`src/rtl/sha3_result_collector.sv`:
```
// rtl/sha3_result_collector.sv - FWFT result FIFO sampling scanner captures for the register layer.
// Optional SHA3_COLLECTOR_TIMESTAMP_EN stores scan_count with each entry and presents it on rd_stamp.
module sha3_result_collector #(
  parameter int DEPTH      = 8,
  parameter int HASH_WORD  = 0,
  parameter int DROP_CNT_W = 16
) (
  input  logic                    clk,
  input  logic                    rst_n,
  input  logic                    start,
  input  logic                    capture,
  input  logic [31:0]             nonce,
  input  logic [64*25-1:0]        hash,
  input  logic [31:0]             scan_count,
  output logic                    rd_valid,
  output logic [31:0]             rd_nonce,
  output logic [63:0]             rd_hash,
  output logic [31:0]             rd_stamp,
  input  logic                    rd_pop,
  output logic [$clog2(DEPTH):0]  level,
  output logic                    overflow,
  output logic [DROP_CNT_W-1:0]   dropped
);

  localparam int AW = $clog2(DEPTH);
  localparam logic [AW:0] FULL_LEVEL = DEPTH[AW:0];

  logic [AW-1:0]         wr_ptr_q, wr_ptr_d;
  logic [AW-1:0]         rd_ptr_q, rd_ptr_d;
  logic [AW:0]           level_q, level_d;
  logic                  overflow_q, overflow_d;
  logic [DROP_CNT_W-1:0] dropped_q, dropped_d;
  logic                  do_pop, do_push, do_write;

  logic [31:0] nonce_mem [DEPTH];
  logic [63:0] hash_mem  [DEPTH];

  logic unused_inputs;
  assign unused_inputs = ^{hash, scan_count};

  always_comb begin
    do_pop     = rd_pop && (level_q != '0);
    // A full FIFO still accepts a capture when the head leaves in the same cycle.
    do_push    = capture && ((level_q != FULL_LEVEL) || do_pop);
    do_write   = do_push && !start;
    wr_ptr_d   = wr_ptr_q;
    rd_ptr_d   = rd_ptr_q;
    level_d    = level_q;
    overflow_d = overflow_q;
    dropped_d  = dropped_q;
    if (start) begin
      wr_ptr_d   = '0;
      rd_ptr_d   = '0;
      level_d    = '0;
      overflow_d = 1'b0;
      dropped_d  = '0;
    end else begin
      if (do_push) wr_ptr_d = wr_ptr_q + 1'b1;
      if (do_pop)  rd_ptr_d = rd_ptr_q + 1'b1;
      if (do_push && !do_pop)      level_d = level_q + 1'b1;
      else if (do_pop && !do_push) level_d = level_q - 1'b1;
      if (capture && !do_push) begin
        overflow_d = 1'b1;
        if (dropped_q != '1) dropped_d = dropped_q + 1'b1;
      end
    end
  end

  always_ff @(posedge clk or negedge rst_n) begin
    if (!rst_n) begin
      wr_ptr_q   <= '0;
      rd_ptr_q   <= '0;
      level_q    <= '0;
      overflow_q <= 1'b0;
      dropped_q  <= '0;
    end else begin
      wr_ptr_q   <= wr_ptr_d;
      rd_ptr_q   <= rd_ptr_d;
      level_q    <= level_d;
      overflow_q <= overflow_d;
      dropped_q  <= dropped_d;
    end
  end

  always_ff @(posedge clk) begin
    if (do_write) begin
      nonce_mem[wr_ptr_q] <= nonce;
      hash_mem[wr_ptr_q]  <= hash[HASH_WORD*64 +: 64];
    end
  end

  assign rd_valid = (level_q != '0);
  assign rd_nonce = rd_valid ? nonce_mem[rd_ptr_q] : '0;
  assign rd_hash  = rd_valid ? hash_mem[rd_ptr_q]  : '0;
  assign level    = level_q;
  assign overflow = overflow_q;
  assign dropped  = dropped_q;

`ifdef SHA3_COLLECTOR_TIMESTAMP_EN
  logic [31:0] stamp_mem [DEPTH];

  always_ff @(posedge clk) begin
    if (do_write) stamp_mem[wr_ptr_q] <= scan_count;
  end

  assign rd_stamp = rd_valid ? stamp_mem[rd_ptr_q] : '0;
`else
  assign rd_stamp = '0;
`endif

endmodule

```
`config.mk`:
```
export PLATFORM = sky130hd
export DESIGN_NAME = sha3_result_collector
export DESIGN_NICKNAME = d
export VERILOG_FILES = /design/src/rtl/sha3_result_collector.sv
export SDC_FILE = /design/constraint.sdc
export NUM_CORES = 1
export LEC_CHECK = 0
export CAP_MARGIN = 10
export CORE_AREA = 2 2 716 718
export CTS_BUF_LIST = sky130_fd_sc_hd__clkbuf_8
export DETAILED_ROUTE_END_ITERATION = 16
export DIE_AREA = 0 0 718 720
export HOLD_SLACK_MARGIN = 0.08
export PLACE_DENSITY = 0.3
export SLEW_MARGIN = 15
export SYNTH_ARGS = -nofsm -noshare
export SYNTH_HDL_FRONTEND = slang
export SYNTH_SLANG_ARGS = --single-unit
export TNS_END_PERCENT = 30
```
`constraint.sdc`:
```
create_clock -name clk -period 7.76 [get_ports clk]
set_clock_uncertainty 0.1 [all_clocks]
set_input_delay 2.328 -clock clk [delete_from_list [all_inputs] [get_ports clk]]
set_output_delay 2.328 -clock clk [all_outputs]
set_load 0.03 [all_outputs]
```
==> run summary <==
largest family of logic cells by synthesized area = multiplexers
Remaining Overflow, GRT = 0
routability cong. = 0.633
XOR/XNOR Fraction of Synth Area = 0.00567
worst vdd ir = 163 uV
mux cell area share after synthesis = 0.172
Synth-to-Final Area Change = 44.4%
asr flop ratio synth = 0.0340
maximum fanout along the worst path = 31
Yosys reg bits = 795
DRT iter0 DRCs = 830
Critical Path End Type = output pin
pre-CTS WS = 1.93 ns
width of the die = 718 um
Largest delay share family, worst path = buffers and inverters
critical path type = reg2out
area share of and/or/nand/nor cells after synthesis = 0.0287
antenna viol nets, final = 0
worst slew pin tran = 0.992 ns
hold buffers post-CTS = 0
hold path depth = 2
Synth top cells by count = edfxtp_1, mux4_2, nor2_1, mux2i_1, buf_4
startpoint types = flop
post-synthesis adder-cell area fraction = 0.00267
R2R cell count = 6
Post-DP HPWL = 62.8 mm
final period utilization = 0.848
Synth Instances = 1,420
NumNets Final = 3,464
worst-path cell chain = buf_4, buf_4, mux4_2, mux2i_1, nor2_1, clkdlybuf4s50_1
Max stage delay cell, worst path = dfrtp_4
RSZ-0062 raised after global routing = no
Most used DFF post-synth = edfxtp_1
drt via density = 1.77
antenna violations before repair = 37
CP bufs+invs = 3
largest net degree at the start of global routing = 67
FMAX = 152 MHz
outcome = finished clean
Leak = 11.9 nW
clock tree from TritonCTS = done
clk sinks = 795
Synth Area in Compound Gates = 0.00438
I/O pin cnt = 1,819
first-pass GRT wire length = 138 mm
Slew Limit Fails = 0
area leader, netlist = edfxtp_1
Gates resized, CTS repair = 0
Hold Crit Class = reg2reg
Synth Cell Area = 30,900 um2
hold violation count in the final report = 0
Final min period = 6.58 ns
wire length per cell = 11.7 um
CP required = 5.33 ns
CP arrival = 4.16 ns
Skew-Pair Late Insertion Delay = 0.87 ns
Yosys cell types = 47
post-synthesis area per instance = 21.7 um2
area of the core = 508,000 um2
H-tree depth = 4
synth warn = 0
row cnt = 262
vias = 15,300
Post-CTS Setup Bufs = 0
global-route usage over all layers = 0.0380
Critical Path Most Common Cell = buf_4
reg2reg setup slack = 4.41 ns
Die Y = 720 um
die area = 517,000 um2
number of iterations in the first detailed-routing pass = 5
final setup violation count = 0
DRC Markers = 0
Synth top area share = 0.747
CTS Buf Count = 153
Buffers on Ports = 218
Clock Tree Root = clkbuf_8
Slew headroom = 0.339
cell with the most instances after synthesis = edfxtp_1
Setup TNS = 0 ns
Initial Utilization = 0.0607
Max-Cap Viols = 0
layout cells sized above 1 = 0.247
Total Wirelength = 101 mm
Worst-path clk slew = 0.06 ns
cell area power density = 270 nW/um2
Post-synth EDFFs = 768
synth top area cells = edfxtp_1, mux4_2, mux2i_1
post-synthesis sequential area ratio = 0.769
Final Util = 0.0877
vias in the first global route = 16,500
CP peak stage delay = 0.93 ns
Clock Tree Buf Depth = 4
WP depth = 6
final setup margin = 1.18 ns
PnR Total Power = 12.1 mW
==> metal layers <==
metal | wire [um] | track usage
met4 | 2730 | 0.0103
met3 | 9450 | 0.0190
met1 | 41400 | 0.0441
met2 | 47600 | 0.0619
met5 | 288 | 0
==> where the power goes <==
group | internal [mW] | switching [mW] | total (mW)
logic | 1.28 | 1.89 | 3.18
registers | 4.83 | 0.117 | 4.94
clock network | 2.00 | 1.92 | 3.93
==> worst paths after layout <==
check / start / to
max: rd_ptr_q[0]$_DFFE_PN0P_ / rd_nonce[4]
min: overflow$_DFFE_PN0P_ / overflow$_DFFE_PN0P_
max reg2reg: level[0]$_DFFE_PN0P_ / hash_mem[0][22]$_DFFE_PP_
min reg2reg: overflow$_DFFE_PN0P_ / overflow$_DFFE_PN0P_
max in group asynchronous: rst_n / rd_ptr_q[0]$_DFFE_PN0P_
min in group asynchronous: rst_n / dropped[8]$_DFFE_PN0P_
==> flip-flops by register name, summed over array words and instances, names as in the netlist <==
signal	cells
level	4
rd_ptr_q	3
hash_mem	512
wr_ptr_q	3
overflow	1
dropped	16
nonce_mem	256
==> layout make-up <==
cell class | instances | area (um2)
sequential | 795 | 23700
multi-input combinational | 550 | 6760
clock inverter | 108 | 618
inverter | 6 | 22.5
antenna | 11 | 27.5
tap | 6732 | 8420
timing repair buffer | 283 | 2850
fill | 58000 | 464000
clock buffer | 155 | 2130
==> logic make-up after synthesis <==
kind of cell / after synthesis
simple gates: 187
mux: 289
fa+ha+maj: 6
buf+inv: 106
xor+xnor: 20
flops: 795
compound gates: 16
other cells: 1
==> stage by stage <==
| stage | instance area, um2 | cells | hold WS (ns) |
|---|---|---|---|
| 6_report | 44600 | 8640 | 0.410 |
| 5_1_grt | 44600 | 8634 | 0.471 |
| 3_3_place_gp | 41800 | 8366 | 0.398 |
| 2_1_floorplan | 31000 | 1451 | 0.446 |
| 4_1_cts | 44600 | 8629 | 0.412 |
| 3_5_place_dp | 41800 | 8366 | 0.400 |
==> worst register-to-register path, stage by stage (launching register included) <==
cell and delay (ns):
dfrtp_1 0.54, or3_1 0.24, o21ai_1 0.23, or3_1 0.55, nor3_4 0.70, buf_12 0.26
buf_4 0.36
==> cell usage in the layout, fill, tap and decap left out, types with 32 or more instances in the layout <==
cell type,instances
edfxtp_1,768
clkdlybuf4s50_1,216
mux4_2,192
clkbuf_8,155
nor2_1,123
mux2i_1,97
buf_4,50
clkinv_1,42
inv_1,41
conb_1,32
Power figures use the tool's default switching activity.
